--- src/rtl/fifo_client_pkg.sv ---
// Shared types and constants for the fifo_client requester endpoint.
package fifo_client_pkg;

  localparam int FC_DW = 32;

  typedef enum logic [1:0] {
    FC_RUN   = 2'd0,
    FC_FLUSH = 2'd1,
    FC_DONE  = 2'd2
  } fc_state_e;

  typedef enum logic {
    GRANT_READ  = 1'b0,
    GRANT_WRITE = 1'b1
  } fc_grant_e;

endpackage

--- src/rtl/fc_skid_buf.sv ---
// DEPTH x DW register FIFO holding read returns until the downstream consumer pops them.
module fc_skid_buf
  import fifo_client_pkg::*;
#(
  parameter int DEPTH = 4,
  parameter int DW    = FC_DW,
  parameter int CW    = $clog2(DEPTH + 1)
) (
  input  logic          clk,
  input  logic          rst,
  input  logic          push,
  input  logic [DW-1:0] din,
  input  logic          pop,
  output logic [DW-1:0] dout,
  output logic [CW-1:0] occ
);

  localparam int AW = (DEPTH > 1) ? $clog2(DEPTH) : 1;
  localparam logic [AW-1:0] LAST = AW'(DEPTH - 1);

  logic [DW-1:0] mem [DEPTH];
  logic [AW-1:0] wr_ptr, rd_ptr;

  // NOTE: storage is not reset; occ gates every read of it, so only control state needs rst.
  always_ff @(posedge clk) begin
    if (push) mem[wr_ptr] <= din;
  end

  // NOTE: sequential state uses non-blocking assignments so every flop samples pre-edge values.
  always_ff @(posedge clk or posedge rst) begin
    if (rst) begin
      wr_ptr <= '0;
      rd_ptr <= '0;
      occ    <= '0;
    end else begin
      if (push) wr_ptr <= (wr_ptr == LAST) ? '0 : wr_ptr + AW'(1);
      if (pop)  rd_ptr <= (rd_ptr == LAST) ? '0 : rd_ptr + AW'(1);
      case ({push, pop})
        2'b10:   occ <= occ + CW'(1);
        2'b01:   occ <= occ - CW'(1);
        default: occ <= occ;
      endcase
    end
  end

  assign dout = mem[rd_ptr];

  a_no_overflow: assert property (@(posedge clk) disable iff (rst)
    !(push && !pop && occ == CW'(DEPTH)));

endmodule

--- src/rtl/fifo_client.sv ---
// Requester endpoint for the single-port FIFO: arbitrates WE/RE, backs off on rejects,
// and credits read returns into a skid buffer feeding a valid/ready stream.
module fifo_client
  import fifo_client_pkg::*;
#(
  parameter int SKID_DEPTH = 4,
  parameter int BACKOFF    = 4,
  parameter int DW         = FC_DW
) (
  input  logic          clk,
  input  logic          rst,
  input  logic          s_valid,
  input  logic [DW-1:0] s_data,
  output logic          s_ready,
  output logic          m_valid,
  output logic [DW-1:0] m_data,
  input  logic          m_ready,
  input  logic          flush,
  output logic          flush_done,
  output logic [DW-1:0] fifo_di,
  output logic          fifo_we,
  output logic          fifo_re,
  input  logic [DW-1:0] fifo_res,
  input  logic          fifo_read_valid,
  input  logic          fifo_r_err,
  input  logic          fifo_w_err,
  output logic          err_unexp
);

  localparam int CW = $clog2(SKID_DEPTH + 1);
  localparam int BW = $clog2(BACKOFF + 1);
  localparam logic [CW:0]   CREDITS = (CW + 1)'(SKID_DEPTH);
  localparam logic [BW-1:0] BO_LOAD = BW'(BACKOFF);

  fc_state_e     state, state_nxt;
  fc_grant_e     last_grant;
  logic [CW-1:0] out_cnt, occ;
  logic [BW-1:0] wr_bo, rd_bo;
  logic          wr_cand, rd_cand, wr_gnt, rd_gnt;
  logic          rd_ok, ret_ok, pop, idle;

  // Requests are masked during rst so the command outputs read 0 as soon as rst rises.
  always_comb begin
    wr_cand = !rst && s_valid && wr_bo == '0 && state == FC_RUN;
    rd_cand = !rst && ({1'b0, out_cnt} + {1'b0, occ}) < CREDITS
              && rd_bo == '0 && state == FC_RUN;
    wr_gnt  = wr_cand && (!rd_cand || last_grant == GRANT_READ);
    rd_gnt  = rd_cand && !wr_gnt;
  end

  assign fifo_we    = wr_gnt;
  assign fifo_re    = rd_gnt;
  assign fifo_di    = wr_gnt ? s_data : '0;
  assign s_ready    = wr_gnt & ~fifo_w_err;
  assign rd_ok      = rd_gnt & ~fifo_r_err;
  assign ret_ok     = fifo_read_valid && out_cnt != '0;
  assign m_valid    = occ != '0;
  assign pop        = m_valid & m_ready;
  assign idle       = out_cnt == '0 && occ == '0;
  assign flush_done = state == FC_DONE;

  always_ff @(posedge clk or posedge rst) begin
    if (rst) begin
      state      <= FC_RUN;
      last_grant <= GRANT_READ;
      out_cnt    <= '0;
      wr_bo      <= '0;
      rd_bo      <= '0;
      err_unexp  <= 1'b0;
    end else begin
      state   <= state_nxt;
      out_cnt <= out_cnt + CW'(rd_ok) - CW'(ret_ok);
      if (wr_gnt)      last_grant <= GRANT_WRITE;
      else if (rd_gnt) last_grant <= GRANT_READ;
      if (wr_gnt && fifo_w_err) wr_bo <= BO_LOAD;
      else if (wr_bo != '0)     wr_bo <= wr_bo - BW'(1);
      if (rd_gnt && fifo_r_err) rd_bo <= BO_LOAD;
      else if (rd_bo != '0)     rd_bo <= rd_bo - BW'(1);
      if (fifo_read_valid && out_cnt == '0) err_unexp <= 1'b1;
    end
  end

  // NOTE: default assignment first so no path through the case leaves state_nxt unassigned (no latch).
  always_comb begin
    state_nxt = state;
    unique case (state)
      FC_RUN:   if (flush) state_nxt = FC_FLUSH;
      FC_FLUSH: if (idle)  state_nxt = flush ? FC_DONE : FC_RUN;
      FC_DONE:  if (!flush) state_nxt = FC_RUN;
      default:  state_nxt = FC_RUN;
    endcase
  end

  fc_skid_buf #(.DEPTH(SKID_DEPTH), .DW(DW), .CW(CW)) u_skid (
    .clk  (clk),
    .rst  (rst),
    .push (ret_ok),
    .din  (fifo_res),
    .pop  (pop),
    .dout (m_data),
    .occ  (occ)
  );

  a_single_port: assert property (@(posedge clk) disable iff (rst) !(fifo_re && fifo_we));

endmodule

--- config.mk ---
export PLATFORM = sky130hd
export DESIGN_NAME = fifo_client
export DESIGN_NICKNAME = d
export VERILOG_FILES = /design/src/rtl/fifo_client_pkg.sv /design/src/rtl/fc_skid_buf.sv /design/src/rtl/fifo_client.sv
export SDC_FILE = /design/constraint.sdc
export NUM_CORES = 1
export LEC_CHECK = 0
export ABC_AREA = 1
export CAP_MARGIN = 20
export CORE_MARGIN = 3
export CORE_UTILIZATION = 45
export DETAILED_ROUTE_END_ITERATION = 12
export PLACE_DENSITY = 0.76
export SLEW_MARGIN = 20
export SYNTH_ARGS = -nofsm -noshare
export SYNTH_HDL_FRONTEND = slang
export SYNTH_SLANG_ARGS = --single-unit
export TNS_END_PERCENT = 100
--- constraint.sdc ---
create_clock -name clk -period 2.6 [get_ports clk]
set_input_delay 0.39 -clock clk [delete_from_list [all_inputs] [get_ports clk]]
set_output_delay 0.39 -clock clk [all_outputs]
set_load 0.01 [all_outputs]
; Word level (Yosys, flattened, before mapping)
; Memories as Yosys holds them, arrays and structs flattened.
; Cells that the tools add are included.
; W data, S select, Z words.
[word_totals]
register_bits = 20
ram_bits = 128
elab_cells = 83
memories = 1
[mem_list]
columns = memory, depth, word_bits, rd, rd_clocked_by_memory_dff, write_ports, line_no
row1 = u_skid.mem, 4, 32, 1, 0, 1, fc_skid_buf.sv:21  ; logic [DW-1:0] mem [DEPTH];
[classes]
n_eq_ne = 9
n_bitwise = 6
order_cmp = 1
n_mux = 17
n_reduce_logical = 31
n_addsub = 9
[op_table]
columns = operator, count
row1 = $mux W32, 1
row2 = $logic_and A1 B1 Y1, 13
row3 = $logic_not A3 Y1, 4
row4 = $mux W2, 6
row5 = $mux W3, 4
row6 = $reduce_bool A3 Y1, 4
row7 = $sub A3 B1 Y3 const B, 3
row8 = $eq A2 B2 Y1 const B, 4
row9 = $reduce_bool A2 Y1, 4
row10 = $ne A2 B2 Y1 const B, 3
row11 = $pmux W2 S3, 1
row12 = $pmux W3 S2, 1
row13 = $add A2 B1 Y2 const B, 2
row14 = $add A3 B3 Y4, 1
row15 = $eq A2 B1 Y1 const B, 2
row16 = $lt A4 B3 Y1 const B, 1
row17 = $mux W1, 4
row18 = $add A3 B1 Y3, 1
row19 = $add A3 B1 Y3 const B, 1
row20 = $and A1 B1 Y1, 3
row21 = $logic_not A1 Y1, 3
row22 = $not A1 Y1, 3
row23 = $reduce_and A3 Y1, 1
row24 = $sub A3 B1 Y3, 1
row25 = 2 further kinds, 2

; Longest topological paths before layout
[logic_depth]
ltp_word = 13
depth_mapped = 14
mapped_depth_nobuf = 13

; Hierarchy
; A second synthesis with hierarchy kept.
[hier_totals]
cells_unflattened = 659
hier_area_um2 = 6682.7
[by_module_without_submodules]
columns = module, instances, cells_each, area_each_um2
row1 = fc_skid_buf, 1, 488, 5575.3
row2 = fifo_client, 1, 171, 1107.3

; Least setup slack after synthesis
; No wires, ideal clock.
[synth_path]
path_kind = flip-flop to flip-flop
from = reg out_cnt[1]
to = reg out_cnt[2]
setup_slack_ps = 139
t_arrival_ps = 2332
setup_ps = 129
n_path_buf = 1
stages_incl_launch_ff = 14
synth_period_minus_slack_ps = 2461
path_cell_list = dfrtp_1 > ha_1 > nand3_1 > inv_1 > nor2_1 > nand3_2 > nand2_4 > buf_6 > nand3_2 > ha_1 > inv_1 > ha_1 > fa_1 > xor2_1
[synth_via]
elab_chain_len = 13
[synth_rtl]
columns = element, line_no
row1 = start: declaration, fifo_client.sv:37  ; logic [CW-1:0] out_cnt, occ;
row2 = start signal: assignment, fifo_client.sv:72  ; out_cnt <= out_cnt + CW'(rd_ok) - CW'(ret_ok);
row3 = $add A3 B3 Y4, fifo_client.sv:45  ; rd_cand = !rst && ({1'b0, out_cnt} + {1'b0, occ}) < CREDITS
row4 = $lt A4 B3 Y1, fifo_client.sv:45
row5 = $logic_and A1 B1 Y1, fifo_client.sv:45
row6 = $logic_and A1 B1 Y1 (2 in series), fifo_client.sv:46  ; && rd_bo == '0 && state == FC_RUN;
row7 = $logic_not A1 Y1, fifo_client.sv:47  ; wr_gnt = wr_cand && (!rd_cand || last_grant == GRANT_READ);
row8 = $logic_or A1 B1 Y1, fifo_client.sv:47
row9 = $logic_and A1 B1 Y1, fifo_client.sv:47
row10 = $logic_not A1 Y1, fifo_client.sv:48  ; rd_gnt = rd_cand && !wr_gnt;
row11 = $logic_and A1 B1 Y1, fifo_client.sv:48
row12 = $and A1 B1 Y1, fifo_client.sv:55  ; assign rd_ok = rd_gnt & ~fifo_r_err;
row13 = $add A3 B1 Y3, fifo_client.sv:72
row14 = $sub A3 B1 Y3 (*), fifo_client.sv:72
; Every way passes the cells marked *; elsewhere a longest branch is shown, timed or not.
; A chain may end at the register's enable or synchronous reset.

; Worst setup path in the final report
[layout_path]
from = reg u_skid.occ[1]
to = reg out_cnt[2]
[layout_via]
elab_chain_len = 13
[layout_rtl]
columns = element, line_no
row1 = start: declaration, fc_skid_buf.sv:15  ; output logic [CW-1:0] occ
row2 = start signal: assignment, fc_skid_buf.sv:39  ; 2'b10: occ <= occ + CW'(1);
row3 = start signal: assignment, fc_skid_buf.sv:40  ; 2'b01: occ <= occ - CW'(1);
row4 = $add A3 B3 Y4 (*), fifo_client.sv:45
row5 = $lt A4 B3 Y1 (*), fifo_client.sv:45
row6 = $logic_and A1 B1 Y1 (*), fifo_client.sv:45
row7 = $logic_and A1 B1 Y1 (*) (2 in series), fifo_client.sv:46
row8 = $logic_not A1 Y1, fifo_client.sv:47
row9 = $logic_or A1 B1 Y1, fifo_client.sv:47
row10 = $logic_and A1 B1 Y1, fifo_client.sv:47
row11 = $logic_not A1 Y1, fifo_client.sv:48
row12 = $logic_and A1 B1 Y1 (*), fifo_client.sv:48
row13 = $and A1 B1 Y1 (*), fifo_client.sv:55
row14 = $add A3 B1 Y3 (*), fifo_client.sv:72
row15 = $sub A3 B1 Y3 (*), fifo_client.sv:72
; Marked as above.

==> flow_summary.rst <==
.. list-table::
   :header-rows: 1

   * - Metric
     - Value
   * - Post-route DRC
     - 0
   * - Final count of negative-setup-slack endpoints
     - 0
   * - Number of hold-slack violations in the final timing report
     - 0
   * - Reg2reg start
     - u_skid.occ[1]
   * - Vias per cell
     - 5.01
   * - RSZ-0062 raised after global routing
     - true
   * - Reported net switching power
     - 3020 uW
   * - Maximum ir drop on the vdd rail
     - 0.000620 V
   * - Die Outline Area
     - 15300 um^2
   * - Area share of the largest cell type after synthesis
     - 0.617
   * - Count of vias placed by the detailed router
     - 4380
   * - Rows
     - 42
   * - CTS Buf Count
     - 17
   * - Source-to-sink clock delay at the later pin of the worst-skew pair
     - 0.41 ns
   * - Total of flip-flops plus latches after synthesis
     - 148
   * - Die X
     - 124 um
   * - Fraction of the yosys area taken by sequential cells
     - 0.698
   * - Max-slew violation count
     - 0
   * - Share of cells above drive strength 1
     - 0.0974
   * - Sink Count
     - 148
   * - Tmin final
     - 2.49 ns
   * - Final layout net count
     - 773
   * - Post-detail-place hpwl
     - 9.27 mm
   * - Count of flip-flops with a built-in enable after synthesis
     - 128
   * - CORE AREA
     - 13400 um^2
   * - Part of the total power dissipated in combinational logic
     - 0.381
   * - Yosys cell types
     - 26
   * - Sum of routed wire length over all layers
     - 14.4 mm
   * - Critical Setup Path Class
     - reg2reg
   * - Relative slew slack
     - 0.779
   * - Internal power consumption
     - 6350 uW
   * - Yosys warns
     - 0
   * - Global-route wire length before repair
     - 22.1 mm
   * - Clock network fraction of design power
     - 0.260
   * - Min-Delay Path Class
     - in2async
   * - Total I/O pin count
     - 142
   * - Depth of the most critical reg-to-reg path
     - 13
   * - Transition time at the pin with the least slew margin
     - 0.332 ns
   * - Total overflow reported by the global router
     - 0
   * - Type of element capturing the critical path
     - flop
   * - Routed WL per cell
     - 16.5 um
   * - Netlist Area Pre-Place
     - 6220 um^2
   * - Crit Reg-Reg Endpoint
     - out_cnt[2]
   * - Sw Share
     - 0.322
   * - Clock Path Buffers
     - 2
   * - Worst EP required
     - 2.88 ns
   * - Share of synthesized flip-flops with an asynchronous set or reset
     - 0.135
   * - Clock tree from TritonCTS
     - yes
   * - Router iterations before antenna repair
     - 5
   * - Post-synth top cells
     - sky130_fd_sc_hd__edfxtp_1, sky130_fd_sc_hd__nor2_1, sky130_fd_sc_hd__o21ai_0
   * - Flip-flop cell with the highest count after synthesis
     - sky130_fd_sc_hd__edfxtp_1
   * - Y dimension of the die
     - 124 um
   * - Master cell of the clock root buffer
     - sky130_fd_sc_hd__clkbuf_16
   * - Antenna violations before repair
     - 0
   * - Port Buffers
     - 141
   * - Maximum number of pins on one net before global-route repair
     - 67
   * - Worst hold margin
     - 0.431 ns
   * - Starting density of the core
     - 0.465
   * - Remaining antenna violation count after routing
     - 0
   * - Post-route insts no fill
     - 874
   * - Violation count after the first detailed-routing iteration
     - 308
   * - Number of antenna repair diodes
     - 0
   * - Largest area contributor in the synthesized netlist
     - sky130_fd_sc_hd__edfxtp_1
   * - Worst-path clk slew
     - 0.06 ns
   * - Mapped Nets
     - 613
   * - Fill cell instance count of the final layout
     - 977
   * - Number of global-route vias before repair
     - 4341
   * - Leakage
     - 0.00348 uW
   * - Most used standard cell by instance count after synthesis
     - sky130_fd_sc_hd__edfxtp_1
   * - Achievable clock frequency
     - 0.402 GHz
   * - Global-route total usage across every layer
     - 0.193
   * - Startpoint class of the critical path
     - flop
   * - Arrival @ worst endpoint
     - 2.77 ns
   * - Area overhead of the layout relative to synthesis
     - 38.0%
   * - Last weighted congestion value of the routability-driven placer
     - 0.804
   * - Worst-path fanout max
     - 3
   * - Final clock skew
     - 0.00742 ns
   * - Worst R2R Setup Slack
     - 0.11 ns
   * - Post-route fraction of the period consumed by the critical path
     - 0.958
   * - Mean area per synthesized cell
     - 11.9 um^2
   * - Result of the run
     - finished clean
   * - Sequential Power Share
     - 0.360
   * - H-tree Lvls
     - 4
   * - Gate Count Post-Synth
     - 525
   * - Power density of the placed cells
     - 1090 nW/um^2
   * - Placed cells
     - 836
   * - Number of max-cap violations
     - 0
   * - Most area-consuming cells after synthesis
     - sky130_fd_sc_hd__edfxtp_1, sky130_fd_sc_hd__dfrtp_1, sky130_fd_sc_hd__nor2_1
==> layout make-up <==
cell class                 count  area [um^2]  area share
tap                          176          220      0.0256
multi-input combinational    286         1550       0.181
inverter                      68          260      0.0303
timing repair buffer         164         1620       0.189
sequential                   148         4350       0.506
clock buffer                  27          493      0.0574
clock inverter                 5         98.8      0.0115
==> power by group through the flow <==
stage / sequential, uW / combinational (uW) / clock (uW)
floorplan: 3380 / 1880 / 0
global route: 3420 / 3980 / 2600
detailed placement: 3410 / 3510 / 0
CTS: 3360 / 3600 / 2480
global placement: 3370 / 3380 / 0
finish: 3370 / 3570 / 2440
==> kinds of logic after synthesis <==
| kind of cell | count (synthesis) | synth area share |
|---|---|---|
| flip-flops | 148 | 0.698 |
| adder cells (fa/ha/maj) | 16 | 0.0346 |
| XOR/XNOR | 8 | 0.0113 |
| buffers and inverters | 91 | 0.0615 |
| multiplexers | 1 | 0.00161 |
| AO/OA/AOI/OAI | 111 | 0.0971 |
| AND/OR/NAND/NOR | 150 | 0.0961 |
==> timing repair <==
| item | 4_1_cts | 5_1_grt |
|---|---|---|
| gates resized for setup | 43 | 13 |
| hold endpoints to repair | 0 | 0 |
| hold buffers | 0 | 0 |
| gates cloned | 1 | 0 |
| pin swaps | 2 | 1 |
| setup buffers | 5 | 0 |
| endpoints found under the setup margin | 67 | 45 |
==> how the worst max path moves through the flow <==
stage	start	endpoint	depth (start not counted)
final	u_skid.occ[1]	out_cnt[2]	13
after detailed placement	rst	out_cnt[2]	12
after floorplan	out_cnt[1]	out_cnt[2]	13
after CTS	u_skid.rd_ptr[0]	m_data[23]	5
after global routing	u_skid.rd_ptr[0]	m_data[23]	4
after global placement	rst	out_cnt[2]	12
==> critical path: stages, from the launching register on <==
cell and delay (ns):
sky130_fd_sc_hd__dfrtp_1 0.40, sky130_fd_sc_hd__ha_2 0.25, sky130_fd_sc_hd__nand3_1 0.10, sky130_fd_sc_hd__inv_1 0.08, sky130_fd_sc_hd__nor2_2 0.10, sky130_fd_sc_hd__nand3_2 0.10, sky130_fd_sc_hd__nand2_4 0.12, sky130_fd_sc_hd__buf_4 0.12
sky130_fd_sc_hd__nand3_2 0.05, sky130_fd_sc_hd__ha_1 0.27, sky130_fd_sc_hd__inv_1 0.04, sky130_fd_sc_hd__ha_1 0.18, sky130_fd_sc_hd__fa_1 0.37, sky130_fd_sc_hd__xor2_1 0.17
==> stage by stage <==
step	util	area (um^2)	setup TNS [ns]	setup WS (ns)	total power, uW
5_1_grt	0.641	8590	-0.0789	-0.0432	9990
3_3_place_gp	0.592	7940	0	0.0847	6750
2_1_floorplan	-	6220	0	0.139	5260
4_1_cts	0.640	8570	0	0.0380	9450
6_report	0.641	8590	0	0.110	9370
3_5_place_dp	0.592	7940	0	0.00665	6920
==> sequential cells by signal (all words and copies together) (netlist names) <==
| register | flops |
|---|---|
| u_skid.occ | 3 |
| state | 2 |
| rd_bo | 3 |
| last_grant | 1 |
| u_skid.rd_ptr | 2 |
| u_skid.wr_ptr | 2 |
| err_unexp | 1 |
| wr_bo | 3 |
| out_cnt | 3 |
| u_skid.mem | 128 |
==> placed cells by master (no fill, tap or decap), types with 5 or more instances in the layout <==
master,count
sky130_fd_sc_hd__buf_12,5
sky130_fd_sc_hd__buf_4,17
sky130_fd_sc_hd__clkbuf_1,7
sky130_fd_sc_hd__clkbuf_16,17
sky130_fd_sc_hd__clkdlybuf4s50_1,105
sky130_fd_sc_hd__dfrtp_1,19
sky130_fd_sc_hd__dlygate4sd2_1,31
sky130_fd_sc_hd__edfxtp_1,128
sky130_fd_sc_hd__ha_1,12
sky130_fd_sc_hd__inv_1,65
sky130_fd_sc_hd__nand2_1,19
sky130_fd_sc_hd__nand3_1,7
sky130_fd_sc_hd__nor2_1,110
sky130_fd_sc_hd__o21ai_0,75
sky130_fd_sc_hd__o22ai_1,32
sky130_fd_sc_hd__xor2_1,5
==> metal layers <==
metal	part of all wire	up-vias	routed length [um]	GRT usage
li1	-	2121	-	-
met1	0.41	2130	5940	0.245
met2	0.53	116	7610	0.322
met3	0.049	13	710	0.0554
met4	0.0095	0	137	0.0616
met5	0	-	0	0
Power figures use the tool's default switching activity.
